[config.mk]
export PLATFORM = sky130hd
export DESIGN_NAME = cnn_conv1_acc_flat
export DESIGN_NICKNAME = d
export VERILOG_FILES = /design/src/rtl/cnn_acc_pkg.sv /design/src/rtl/cnn_conv1_acc_if.sv /design/src/rtl/cnn_conv1_acc_sat.sv /design/src/rtl/cnn_conv1_acc.sv /design/src/flat_wrapper.sv
export SDC_FILE = /design/constraint.sdc
export NUM_CORES = 1
export LEC_CHECK = 0
export BUFFER_PORTS_ARGS = -buffer_cell sky130_fd_sc_hd__buf_4
export CAP_MARGIN = 20
export CORE_MARGIN = 2
export CORE_UTILIZATION = 49
export CTS_BUF_LIST = sky130_fd_sc_hd__clkbuf_4 sky130_fd_sc_hd__clkbuf_8
export DETAILED_ROUTE_END_ITERATION = 6
export PLACE_DENSITY = 0.68
export REMOVE_ABC_BUFFERS = 1
export SLEW_MARGIN = 20
export SYNTH_ARGS = -nofsm -noshare
export SYNTH_HDL_FRONTEND = slang
export SYNTH_SLANG_ARGS = --single-unit
[constraint.sdc]
create_clock -name ap_clk -period 4.2 [get_ports ap_clk]
set_clock_uncertainty 0.05 [all_clocks]
set_input_delay 0.63 -clock ap_clk [delete_from_list [all_inputs] [get_ports ap_clk]]
set_output_delay 0.63 -clock ap_clk [all_outputs]
set_load 0.03 [all_outputs]
[src/rtl/cnn_acc_pkg.sv]
// cnn_acc_pkg: shared state encoding and default widths for the conv1 accumulator
package cnn_acc_pkg;
  typedef enum logic [1:0] {IDLE, ACC, OUT} state_e;
  localparam int PROD_W_DEF = 21;
  localparam int ACC_W_DEF = 32;
  localparam int OUT_W_DEF = 14;
  localparam int KLEN_DEF = 25;
  localparam int SHIFT_DEF = 6;
endpackage

[src/rtl/cnn_conv1_acc_if.sv]
// cnn_conv1_acc_if: product/bias input stream and requantized output stream
interface cnn_conv1_acc_if import cnn_acc_pkg::*; #(
  parameter int PROD_W = PROD_W_DEF,
  parameter int OUT_W = OUT_W_DEF
);
  logic signed [PROD_W-1:0] prod_din;
  logic prod_vld;
  logic prod_rdy;
  logic signed [OUT_W-1:0] bias_din;
  logic signed [OUT_W-1:0] dout;
  logic dout_vld;
  logic dout_rdy;
  modport master (output prod_din, prod_vld, bias_din, dout_rdy, input prod_rdy, dout, dout_vld);
  modport slave (input prod_din, prod_vld, bias_din, dout_rdy, output prod_rdy, dout, dout_vld);
endinterface

[src/rtl/cnn_conv1_acc_sat.sv]
// cnn_conv1_acc_sat: round-half-up requantization with saturation.
// Negative results are clamped to zero when CNN_ACC_RELU_EN is defined.
module cnn_conv1_acc_sat import cnn_acc_pkg::*; #(
  parameter int ACC_W = ACC_W_DEF,
  parameter int OUT_W = OUT_W_DEF,
  parameter int SHIFT = SHIFT_DEF
) (
  input  logic signed [ACC_W-1:0] acc_i,
  output logic signed [OUT_W-1:0] dout_o
);
  logic signed [ACC_W:0] shr;
  logic signed [OUT_W-1:0] sat;
  logic ovf;
  // one guard bit keeps the rounding add from wrapping at the top of the range
  assign shr = $signed({acc_i[ACC_W-1], acc_i} + ({{ACC_W{1'b0}}, 1'b1} << (SHIFT - 1))) >>> SHIFT;
  assign ovf = !(&shr[ACC_W:OUT_W-1] || !(|shr[ACC_W:OUT_W-1]));
  assign sat = ovf ? {shr[ACC_W], {(OUT_W-1){~shr[ACC_W]}}} : shr[OUT_W-1:0];
`ifdef CNN_ACC_RELU_EN
  assign dout_o = sat[OUT_W-1] ? '0 : sat;
`else
  assign dout_o = sat;
`endif
endmodule

[src/rtl/cnn_conv1_acc.sv]
// cnn_conv1_acc: accumulates KLEN signed products plus a shifted bias per window and
// emits one requantized activation per window (ReLU option: CNN_ACC_RELU_EN).
module cnn_conv1_acc import cnn_acc_pkg::*; #(
  parameter int PROD_W = PROD_W_DEF,
  parameter int ACC_W = ACC_W_DEF,
  parameter int OUT_W = OUT_W_DEF,
  parameter int KLEN = KLEN_DEF,
  parameter int SHIFT = SHIFT_DEF
) (
  input logic ap_clk,
  input logic ap_rst_n,
  cnn_conv1_acc_if.slave s,
  output logic busy
);
  localparam int CW = KLEN > 1 ? $clog2(KLEN) : 1;
  state_e state_q;
  logic [CW-1:0] cnt_q;
  logic signed [ACC_W-1:0] acc_q, acc_d, prod_x;
  logic signed [OUT_W-1:0] dout_q, sat_w;
  logic vld_q, rdy, accept, last;
  if (PROD_W + $clog2(KLEN) + 1 > ACC_W) begin : g_acc_w_chk
    $error("ACC_W too narrow for KLEN full-scale products");
  end
  assign rdy = state_q != OUT;
  assign busy = state_q != IDLE;
  assign accept = s.prod_vld && rdy;
  assign last = cnt_q == CW'(KLEN - 1);
  assign prod_x = ACC_W'($signed(s.prod_din[PROD_W-1:0]));
  // the first product of a window restarts the sum from the bias, aligned to the product scale
  assign acc_d = state_q == IDLE ? (ACC_W'($signed(s.bias_din[OUT_W-1:0])) <<< SHIFT) + prod_x
                                 : acc_q + prod_x;
  cnn_conv1_acc_sat #(.ACC_W(ACC_W), .OUT_W(OUT_W), .SHIFT(SHIFT)) u_sat (
    .acc_i(acc_d),
    .dout_o(sat_w)
  );
  always_ff @(posedge ap_clk or negedge ap_rst_n) begin
    if (!ap_rst_n) begin
      state_q <= IDLE;
      cnt_q <= '0;
      acc_q <= '0;
      dout_q <= '0;
      vld_q <= 1'b0;
    end else if (accept) begin
      acc_q <= acc_d;
      cnt_q <= last ? '0 : cnt_q + 1'b1;
      state_q <= last ? OUT : ACC;
      if (last) begin
        dout_q <= sat_w;
        vld_q <= 1'b1;
      end
    end else if (state_q == OUT && s.dout_rdy) begin
      state_q <= IDLE;
      vld_q <= 1'b0;
    end
  end
  assign s.prod_rdy = rdy;
  assign s.dout = dout_q;
  assign s.dout_vld = vld_q;
endmodule

[src/flat_wrapper.sv]
// flat-port wrapper written by rule: the top's interface ports become plain ports
module cnn_conv1_acc_flat import cnn_acc_pkg::*;
#(
  parameter int PROD_W = PROD_W_DEF,
  parameter int ACC_W = ACC_W_DEF,
  parameter int OUT_W = OUT_W_DEF,
  parameter int KLEN = KLEN_DEF,
  parameter int SHIFT = SHIFT_DEF
)
  (ap_clk, ap_rst_n, busy, s_prod_din, s_prod_vld, s_bias_din, s_dout_rdy, s_prod_rdy, s_dout, s_dout_vld);
  cnn_conv1_acc_if #(.PROD_W(PROD_W), .OUT_W(OUT_W)) s_i ();
  input logic ap_clk;
  input logic ap_rst_n;
  output logic busy;
  input wire logic [$bits(s_i.prod_din)-1:0] s_prod_din;
  input wire logic [$bits(s_i.prod_vld)-1:0] s_prod_vld;
  input wire logic [$bits(s_i.bias_din)-1:0] s_bias_din;
  input wire logic [$bits(s_i.dout_rdy)-1:0] s_dout_rdy;
  output wire logic [$bits(s_i.prod_rdy)-1:0] s_prod_rdy;
  output wire logic [$bits(s_i.dout)-1:0] s_dout;
  output wire logic [$bits(s_i.dout_vld)-1:0] s_dout_vld;
  assign s_i.prod_din = s_prod_din;
  assign s_i.prod_vld = s_prod_vld;
  assign s_i.bias_din = s_bias_din;
  assign s_i.dout_rdy = s_dout_rdy;
  assign s_prod_rdy = s_i.prod_rdy;
  assign s_dout = s_i.dout;
  assign s_dout_vld = s_i.dout_vld;
  cnn_conv1_acc #(.PROD_W(PROD_W), .ACC_W(ACC_W), .OUT_W(OUT_W), .KLEN(KLEN), .SHIFT(SHIFT)) u_core (.ap_clk(ap_clk), .ap_rst_n(ap_rst_n), .s(s_i), .busy(busy));
endmodule
# Word level (Yosys, flattened, before mapping)
# Cells that the tools add are included.
# W data, S select, Z words.
dict set report word_totals {
  latchBits 0
  register_bits 54
  ramBits 0
  rom_bits 0
  n_memories 0
}
dict set report op_classes {
  bitwise_logic 1
  n_mul 0
  addsub 4
  n_mux 9
  magnitude_cmp 0
  n_shift 0
  n_eq_ne 4
  n_reduce_logical 11
  div 0
}
# cell count
set op_table {}
lappend op_table {{$add A32 B7 Y33 const B} 1}
lappend op_table {{$add A32 B21 Y32} 1}
lappend op_table {{$mux W32} 1}
lappend op_table {{$add A20 B21 Y22} 1}
lappend op_table {{$mux W14} 1}
lappend op_table {{$reduce_and A14 Y1} 1}
lappend op_table {{$reduce_or A14 Y1} 1}
lappend op_table {{$mux W2} 3}
lappend op_table {{$add A5 B1 Y5 const B} 1}
lappend op_table {{$eq A5 B5 Y1 const B} 1}
lappend op_table {{$mux W5} 1}
lappend op_table {{$ne A2 B2 Y1 const B} 2}
lappend op_table {{$reduce_and A2 Y1} 2}
lappend op_table {{$reduce_bool A2 Y1} 2}
lappend op_table {{$mux W1} 3}
lappend op_table {{$eq A2 B2 Y1 const B} 1}
lappend op_table {{$logic_and A1 B1 Y1} 2}
lappend op_table {{$logic_not A2 Y1} 1}
lappend op_table {{$logic_not A1 Y1} 1}
lappend op_table {{$logic_or A1 B1 Y1} 1}
lappend op_table {{$not A1 Y1} 1}

# Longest topological paths before layout
# Gate-level depths: netlist of run 1.
dict set report depth {
  depth_word 7
  ltp_mapped 18
}

# By module
# Synthesis of run 1 repeated with hierarchy kept, for this count alone.
dict set report unflattened {
  hier_cells 722
  area_unflattened_um2 5849.4
}
# mod cells_per_inst n_inst seq_area_each_um2 area_each_um2
set by_module_without_submodules {}
lappend by_module_without_submodules {cnn_conv1_acc 598 1 1351.3 5013.6}
lappend by_module_without_submodules {cnn_conv1_acc_sat 124 1 0.0 835.8}

# Worst setup path after synthesis of run 1
# OpenSTA, ideal clock, no wires.
dict set report synth_timing {
  path_type {input to register}
  from {input port s_prod_din[0]}
  to {register u_core.dout_q[0], in the netlist u_core.s.dout[0]}
  cell_stages 15
  n_path_buf 0
  setup_slack_ns -0.252
  t_required_ns 4.017
  arrival_ns 4.268
  cell_sequence {ha_1 > fa_1 > a211oi_1 > o211ai_1 > a21oi_1 > xnor2_1 > mux2i_1 > or2_2 > or4_4 > nand4b_1 > mux2_4 > a21oi_2 > a31oi_1 > nor2_4 > o22ai_2}
}
dict set report synth_via {
  elab_chain_len 7
  elab_cells_between_ends 10
  cone_classes {add/sub: 3; mux: 2; bitwise: 1; reduce/logical: 4}
}
# item line_no
set synth_lines {}
lappend synth_lines {{start, declared} flat_wrapper.sv:15} ;# input wire logic [$bits(s_i.prod_din)-1:0] s_prod_din;
lappend synth_lines {{$add A32 B21 Y32 / $add A20 B21 Y22 (equally long branches)} {cnn_conv1_acc.sv:31, cnn_conv1_acc.sv:30}}
lappend synth_lines {{$mux W32 *} cnn_conv1_acc.sv:30} ;# assign acc_d = state_q == IDLE ? (ACC_W'($signed(s.bias_din[OUT_W-1:0])) <<< SHIFT) + prod_x
lappend synth_lines {{$add A32 B7 Y33 *} cnn_conv1_acc_sat.sv:15} ;# assign shr = $signed({acc_i[ACC_W-1], acc_i} + ({{ACC_W{1'b0}}, 1'b1} << (SHIFT - 1))) >>> SHIFT;
lappend synth_lines {{$reduce_or A14 Y1} cnn_conv1_acc_sat.sv:16} ;# assign ovf = !(&shr[ACC_W:OUT_W-1] || !(|shr[ACC_W:OUT_W-1]));
lappend synth_lines {{$logic_not A1 Y1} cnn_conv1_acc_sat.sv:16}
lappend synth_lines {{$logic_or A1 B1 Y1} cnn_conv1_acc_sat.sv:16}
lappend synth_lines {{$mux W14 *} cnn_conv1_acc_sat.sv:17} ;# assign sat = ovf ? {shr[ACC_W], {(OUT_W-1){~shr[ACC_W]}}} : shr[OUT_W-1:0];
lappend synth_lines {{end signal, assigned} cnn_conv1_acc.sv:48} ;# dout_q <= sat_w;
lappend synth_lines {{end, declared} cnn_conv1_acc.sv:19} ;# logic signed [OUT_W-1:0] dout_q, sat_w;
# Every way passes the cells marked *; elsewhere a longest branch is shown, timed or not.
# A chain may end at the register's enable or synchronous reset.

# Worst setup path in the final report of run 1
dict set report layout_timing {
  from {input port s_bias_din[0]}
  to {register u_core.dout_q[0], in the netlist u_core.s.dout[0]}
}
dict set report layout_via {
  elab_chain_len 7
  elab_cells_between_ends 9
  cone_classes {add/sub: 2; mux: 2; bitwise: 1; reduce/logical: 4}
}
# item line_no
set layout_lines {}
lappend layout_lines {{start, declared} flat_wrapper.sv:17} ;# input wire logic [$bits(s_i.bias_din)-1:0] s_bias_din;
lappend layout_lines {{$add A20 B21 Y22 *} cnn_conv1_acc.sv:30}
lappend layout_lines {{$mux W32 *} cnn_conv1_acc.sv:30}
lappend layout_lines {{$add A32 B7 Y33 *} cnn_conv1_acc_sat.sv:15}
lappend layout_lines {{$reduce_or A14 Y1} cnn_conv1_acc_sat.sv:16}
lappend layout_lines {{$logic_not A1 Y1} cnn_conv1_acc_sat.sv:16}
lappend layout_lines {{$logic_or A1 B1 Y1} cnn_conv1_acc_sat.sv:16}
lappend layout_lines {{$mux W14 *} cnn_conv1_acc_sat.sv:17}
# Marks and branches as above.

==> qor.txt, run 1 <==
Layout area overhead - 42.38%
Critical Path End Type - flop
hold-fix buffers at CTS - 0
vias per std cell - 5.934
RR Endpoint - u_core.s.dout[12]$_DFFE_PN0P_
outcome - finished clean
IO Count - 56
worst hold slack - 0.2557 ns
# port buffers - 55
Mapped Cells - 779
synth unique cells - 92
Compound-Gate Fraction of Synth Area - 0.2935
gr ovfl total - 0
Worst Path Max Fanout - 10
DP Cell Count - 1171
Post-synth EDFFs - 0
clock sinks - 54
CP Class - in2reg
CP arrival - 4.38 ns
Pleak - 3.937 nW
Hold Vio Cnt, Final - 0
CTS Buffer Depth - 2
Synth Register Bits - 54
Post-synth top flop - dfrtp_1
P_sw - 3.865 mW
clock share of power - 0.045
Pre-antenna DRT Iters - 5
Reg power frac - 0.126
num rows - 40
adder-cell share of the synthesized area - 0.1071
post-synthesis xor/xnor area fraction - 0.06462
share of layout cells above drive strength 1 - 0.3721
post-layout min period - 4.199 ns
R2R Setup Slk - 0.01 ns
post-synthesis mux area share - 0.02441
Int Power - 3.991 mW
area of the core - 12060 sq um
ys async rst share - 1.000
Starting Density - 0.5057
largest family of logic cells by synthesized area - compound AO/OA/AOI/OAI gates
worst-margin pin slew - 0.8027 ns
Nets - 1113
H-tree levels - 2
Antenna Cells - 0
Hold Path Class - in2async
Synth Cell Area - 6100 sq um
Max-Cap Viols - 0
Iter 0 DRT Violations - 592
post-route antenna net violation count - 0
Die Footprint - 13360 sq um
routed via count - 7073
Max IR drop VDD - 0.6796 mV
CP Launch Type - input port
Finish-stage setup viols - 0
TritonCTS clock tree - yes
switching portion of total power - 0.4920
DP Wirelength - 16790 um
RSZ-0062 raised after global routing - yes
Pwr Density - 904.5 nW/um^2
Max Slew Vio Count - 0
R2R cell count - 17
Final Cycle Share - 0.9997
Routed wire per std cell - 18.43 um
sequential fraction of the synthesis area - 0.2215
total routed wirelength - 21970 um
Root Buffer - clkbuf_8
Fmax achieved - 0.2382 GHz
initial antenna violation count - 0
number of buffers created by CTS - 5
die height - 115.6 um
Combinational Power Share - 0.829
Clk pin slew, worst setup/hold paths - 0.12 ns
Fill cells - 972
drt drc - 0
RR Startpoint - u_core.acc_q[2]$_DFFE_PN0P_
Syn Area/Cell - 7.830 sq um
Skew-Pair Late Insertion Delay - 0.36 ns
Worst slew margin - 0.4649
largest net degree at the start of global routing - 55
Req. time, crit path - 4.38 ns
global-route wire length before repair - 34140 um
Finished Layout Cells - 1192
Post-Synth Simple-Gate Area - 0.2531
Horiz. Die Dim - 115.6 um
gr usage total - 0.3263
Synth warnings - 0
vias in the first global route - 6837
Placer Congestion - 0.9826
-- per-layer routing --
metal / vias up / share of wire / GRT usage
li1: 3393 / - / -
met4: 0 / 0.026 / 0.08032
met2: 282 / 0.47 / 0.5583
met1: 3353 / 0.44 / 0.4370
met5: - / 0 / 0
met3: 45 / 0.067 / 0.04341
-- power groups by stage --
stage	Combinational, mW	Sequential, mW	Clock, mW
floorplan	3.17	1.07	0
global placement	5.76	0.965	0
detailed placement	5.87	0.978	0
CTS	6.02	0.969	0.354
global route	7.01	1.01	0.371
finish	6.51	0.989	0.352
-- flip-flops by register name, summed over array words and instances (netlist names) --
register,cells
u_core.cnt_q,5
u_core.acc_q,32
u_core.state_q,2
u_core.s.dout,14
u_core.s.dout_vld,1
-- repair_timing --
action / in CTS / in global routing
cloned: 0 / 0
endpoints found under the hold margin: 0 / 0
endpoints found under the setup margin: 13 / 13
gates resized for setup: 14 / 57
pin swaps: 8 / 23
setup buffers: 4 / 10
-- metrics by stage --
stage               utilization  setup TNS [ns]  instance area, sq um  setup WS, ns  power (mW)
finish                   0.7200               0                  8685      0.001219       7.856
global placement         0.6721          -5.803                  8107       -0.4650       6.722
floorplan                     -          -5.780                  5942       -0.4869       4.231
detailed placement       0.6721          -7.196                  8107       -0.5694       6.844
global route             0.7200          -1.286                  8685       -0.1245       8.395
CTS                      0.6888       -0.004153                  8308     -0.004153       7.342
-- synth_stat cells (all sizes together), types with 4 or more instances --
| cell | n | area [sq um] |
|---|---|---|
| nor2 | 71 | 281.5 |
| o22ai | 13 | 143.9 |
| buf | 14 | 85.08 |
| nor4 | 8 | 77.57 |
| a21o | 17 | 127.6 |
| nand4b | 5 | 43.79 |
| or4 | 5 | 45.04 |
| o41ai | 4 | 53.81 |
| o211ai | 9 | 72.57 |
| nand3 | 16 | 80.08 |
| o21a | 6 | 45.04 |
| nand2b | 5 | 38.78 |
| o21ai | 60 | 304.0 |
| nor3 | 17 | 90.09 |
| nor2b | 4 | 25.02 |
| xnor2 | 29 | 254.0 |
| dfrtp | 54 | 1351 |
| inv | 16 | 60.06 |
| clkbuf | 19 | 72.56 |
| a31oi | 10 | 62.56 |
| mux2 | 4 | 48.79 |
| and3 | 9 | 61.31 |
| o21bai | 5 | 37.54 |
| nand3b | 9 | 80.08 |
| mux2i | 10 | 100.1 |
| ha | 49 | 613.1 |
| or2 | 6 | 37.54 |
| or3 | 6 | 37.54 |
| xor2 | 16 | 140.1 |
| nand2 | 121 | 454.2 |
| a21oi | 71 | 362.8 |
| o31ai | 7 | 52.55 |
| and2 | 6 | 40.04 |
| a211oi | 14 | 137.6 |
| nand4 | 14 | 87.58 |
-- how the worst max path moves through the flow --
stage | from | endpoint | cells past startpoint | slack, ns
after CTS | s_prod_din[6] | u_core.s.dout[0]$_DFFE_PN0P_ | 19 | -0.004
after floorplan | s_prod_din[0] | u_core.s.dout[5]$_DFFE_PN0P_ | 15 | -0.49
after detailed placement | s_prod_din[0] | u_core.s.dout[0]$_DFFE_PN0P_ | 18 | -0.57
after global placement | s_prod_din[20] | u_core.s.dout[12]$_DFFE_PN0P_ | 17 | -0.47
final | s_bias_din[0] | u_core.s.dout[0]$_DFFE_PN0P_ | 20 | 0.001
after global routing | u_core.acc_q[0]$_DFFE_PN0P_ | u_core.s.dout[12]$_DFFE_PN0P_ | 17 | -0.12
-- placed cells by master (no fill, tap or decap), types with 11 or more instances in the layout --
cell	Yosys	routed
buf_4	0	266
nand2_1	121	120
nor2_1	69	66
a21oi_1	69	60
dfrtp_1	54	54
o21ai_0	51	48
ha_1	49	38
xnor2_1	29	27
a21o_1	17	17
inv_1	16	16
xor2_1	16	16
nand3_1	16	15
nor3_1	16	15
nand4_1	14	14
o22ai_2	10	11
-- area by class of cell --
type                            count  area [sq um]  area share
Multi-Input combinational cell    676          4906      0.5649
Timing Repair Buffer              270          2059      0.2371
Sequential cell                    54          1351      0.1556
Tap cell                          168         210.2     0.02420
Clock buffer                        5         68.82    0.007924
Inverter                           16         60.06    0.006915
Clock inverter                      3         28.78    0.003314
-- cell families after synthesis --
logic type / count (synthesis)
AOI/OAI and AO/OA: 257
xor gates and xnor gates: 45
adders and majority gates: 51
buffers and inverters: 49
DFF: 54
muxes: 14
and+or+nand+nor: 309
-- worst max-delay path, stage by stage --
cell and delay, ns:
buf_4 0.11, ha_1 0.22, buf_4 0.14, a21oi_1 0.17
nand4b_1 0.25, buf_4 0.16, a21o_1 0.15, a21boi_1 0.07
o221a_1 0.38, buf_4 0.20, or3_1 0.45, buf_4 0.19
a21oi_1 0.20, mux2i_1 0.16, a211oi_2 0.28, a31oi_1 0.12
buf_4 0.15, nor2_4 0.10, buf_12 0.15, o22ai_2 0.09
No activity file was read; power rests on OpenSTA's default activity.
==> inputs of run 2 (changes only) <==
- PLACE_DENSITY: 0.68 -> 0.7
==> run 2 against run 1 <==
Net effect:
- the flow now finishes with violations (negative setup slack)
- sequential share of layout area shrank 0.63 points
- routed wire length up 3.2%
- setup slack got worse by 0.015 ns
- power is 4.4% higher
- largest power group unchanged
==> qor.txt, run 2 (synthesis gave the netlist of run 1 again) <==
outcome - finished with violations
failing checks - negative setup slack
share of layout cells above drive strength 1 - 0.3971 (+0.02507)
Die Footprint - 13360 sq um (unchanged)
cells along the critical path - ha_4 > buf_4 > nand2_1 > a211oi_4 > a21oi_2 > buf_4 > xnor2_1 > mux2i_1 > or2_4 > or4_4 > buf_4 > nand3b_1 > nand2_1 > a21oi_4 > and3_4 > a41oi_4 > buf_4 > clkbuf_16 > o22ai_2
die height - 115.6 um (unchanged)
routed via count - 7235 (+2.3%)
RSZ-0062 raised after global routing - yes
RR Endpoint - u_core.s.dout[1]$_DFFE_PN0P_
RR Startpoint - u_core.acc_q[6]$_DFFE_PN0P_
max reg flops - 32 (unchanged)
gr usage total - 0.3280 (+0.001680)
Hold Path Class - in2async
Routed wire per std cell - 18.62 um (+1.0%)
H-tree levels - 2 (unchanged)
Worst slew margin - 0.5155 (+0.05064)
CTS Buffer Depth - 2 (unchanged)
Antenna Cells - 0 (unchanged)
Final Cycle Share - 1.003 (+0.003639)
clock sinks - 54 (unchanged)
commonest non-fill, non-tap cells in the layout - buf_4, nand2_1, nor2_1
vias per std cell - 5.940 (+0.11%)
area of the core - 12060 sq um (unchanged)
Pleak - 4.139 nW (+5.1%)
Finish-stage setup viols - 5 (+5)
CP Class - reg2reg
max incr delay on CP - 0.54 ns (+0.09 ns)
CP Launch Type - flop
Clk pin slew, worst setup/hold paths - 0.12 ns (about the same)
Root Buffer - clkbuf_8
worst-margin pin slew - 0.7268 ns (-0.07596 ns)
TritonCTS clock tree - yes
Max IR drop VDD - 0.6532 mV (-3.9%)
R2R Setup Slk - -0.01 ns (-0.02 ns)
Top reg by flops - u_core.acc_q
Starting Density - 0.5057 (unchanged)
num rows - 40 (unchanged)
post-route antenna net violation count - 0 (unchanged)
Max Slew Vio Count - 0 (unchanged)
Pre-antenna DRT Iters - 5 (unchanged)
Placer Congestion - 1.008 (+2.6%)
Hold Vio Cnt, Final - 0 (unchanged)
Fmax achieved - 0.2373 GHz (-0.36%)
most used cell, CP - buf_4
area occupied by registers - 1351 sq um (unchanged)
IO Count - 56 (unchanged)
Overall Power - 8.204 mW (+4.4%)
area of the multi-input gates - 5041 sq um (+2.8%)
Worst Path Max Fanout - 5 (-5)
Iter 0 DRT Violations - 602 (+1.7%)
Layout area overhead - 48.43%
DP Wirelength - 17010 um (+1.3%)
gr ovfl total - 0 (unchanged)
Nets - 1139 (+2.3%)
total routed wirelength - 22680 um (+3.2%)
Max-Cap Viols - 0 (unchanged)
Skew-Pair Late Insertion Delay - 0.34 ns (-0.02 ns)
setup tns final - -0.04977 ns (-0.04977 ns)
vias in the first global route - 7015 (+2.6%)
initial antenna violation count - 0 (unchanged)
global-route wire length before repair - 34910 um (+2.2%)
Fill cells - 896 (-7.8%)
Horiz. Die Dim - 115.6 um (unchanged)
drt drc - 0 (unchanged)
largest net degree at the start of global routing - 55 (unchanged)
CP arrival - 4.39 ns (about the same)
CP max-delay cell - or4_4
Req. time, crit path - 4.38 ns (about the same)
worst setup margin - -0.01407 ns (-0.01529 ns)
Pwr Density - 906.1 nW/um^2 (+0.17%)
number of buffers created by CTS - 5 (unchanged)
# port buffers - 55 (unchanged)
leading cell type in the layout, fill and taps excluded - buf_4
R2R cell count - 19 (+2)
post-layout min period - 4.214 ns (+0.01529 ns)
Critical Path End Type - flop
==> run 2: changes by cell type in the layout (fill, tap and decap cells not counted), sizes merged <==
cell    change
clkbuf      +2
buf        +24
==> run 2: critical path: cells and delay by family, from the launching register on <==
family | cells | cell delay (ns)
compound gates | 5 | 0.81
xor+xnor | 1 | 0.13
fa+ha+maj | 1 | 0.32
simple gates | 6 | 1.44
mux | 1 | 0.11
buf+inv | 5 | 0.76
flops | 1 | 0.46
==> run 2: how the worst max path moves through the flow <==
| stage | startpoint | endpoint | slack, ns | cells after the start |
|---|---|---|---|---|
| after detailed placement | s_prod_din[0] | u_core.s.dout[0]$_DFFE_PN0P_ | -0.61 | 17 |
| after global routing | u_core.acc_q[6]$_DFFE_PN0P_ | u_core.s.dout[2]$_DFFE_PN0P_ | -0.16 | 19 |
| after CTS | u_core.acc_q[4]$_DFFE_PN0P_ | u_core.s.dout[12]$_DFFE_PN0P_ | -0.001 | 19 |
| after global placement | s_prod_din[0] | u_core.s.dout[1]$_DFFE_PN0P_ | -0.52 | 17 |
| after floorplan | s_prod_din[0] | u_core.s.dout[5]$_DFFE_PN0P_ | -0.49 | 15 |
| final | u_core.acc_q[6]$_DFFE_PN0P_ | u_core.s.dout[1]$_DFFE_PN0P_ | -0.01 | 19 |
==> run 2: routing by layer <==
metal | vias up | GRT usage | wire, um
li1 | 3438 | - | -
met1 | 3498 | 0.4483 | 9936
met2 | 254 | 0.5524 | 10850
met3 | 45 | 0.03609 | 1353
met4 | 0 | 0.08996 | 540
met5 | - | 0 | 0
==> run 2: final cells by class <==
type / count / share of cell area
Clock buffer: 5 / 0.007601
Clock inverter: 3 / 0.003179
Inverter: 16 / 0.006634
Multi-Input combinational cell: 676 / 0.5568
Sequential cell: 54 / 0.1493
Tap cell: 168 / 0.02322
Timing Repair Buffer: 296 / 0.2533
==> run 2: report_power, final <==
| part | internal, mW | leakage [nW] | switching [mW] |
|---|---|---|---|
| logic | 3.26 | 3.45 | 3.61 |
| clock network | 0.124 | 0.0502 | 0.213 |
| registers | 0.777 | 0.642 | 0.222 |
| total | 4.16 | 4.14 | 4.04 |
==> run 2: what timing repair did <==
action / CTS / global route
gates cloned: 0 / 2
pin swaps: 10 / 31
setup endpoints to repair: 13 / 13
resized for setup: 25 / 70
hold buffers: 0 / 0
setup buffers: 1 / 18
==> run 2: through the flow <==
step / util / setup slack [ns] / hold WS (ns) / cell area [sq um] / cells
final: 0.7506 / -0.01407 / 0.2859 / 9054 / 1218
after global routing: 0.7506 / -0.1642 / 0.3392 / 9054 / 1218
after CTS: 0.7046 / -0.001350 / 0.3130 / 8498 / 1198
after detailed placement: 0.6823 / -0.6134 / 0.4257 / 8229 / 1189
after global placement: 0.6823 / -0.5159 / 0.4181 / 8229 / 1189
after floorplan: - / -0.4869 / 0.2844 / 5942 / 746
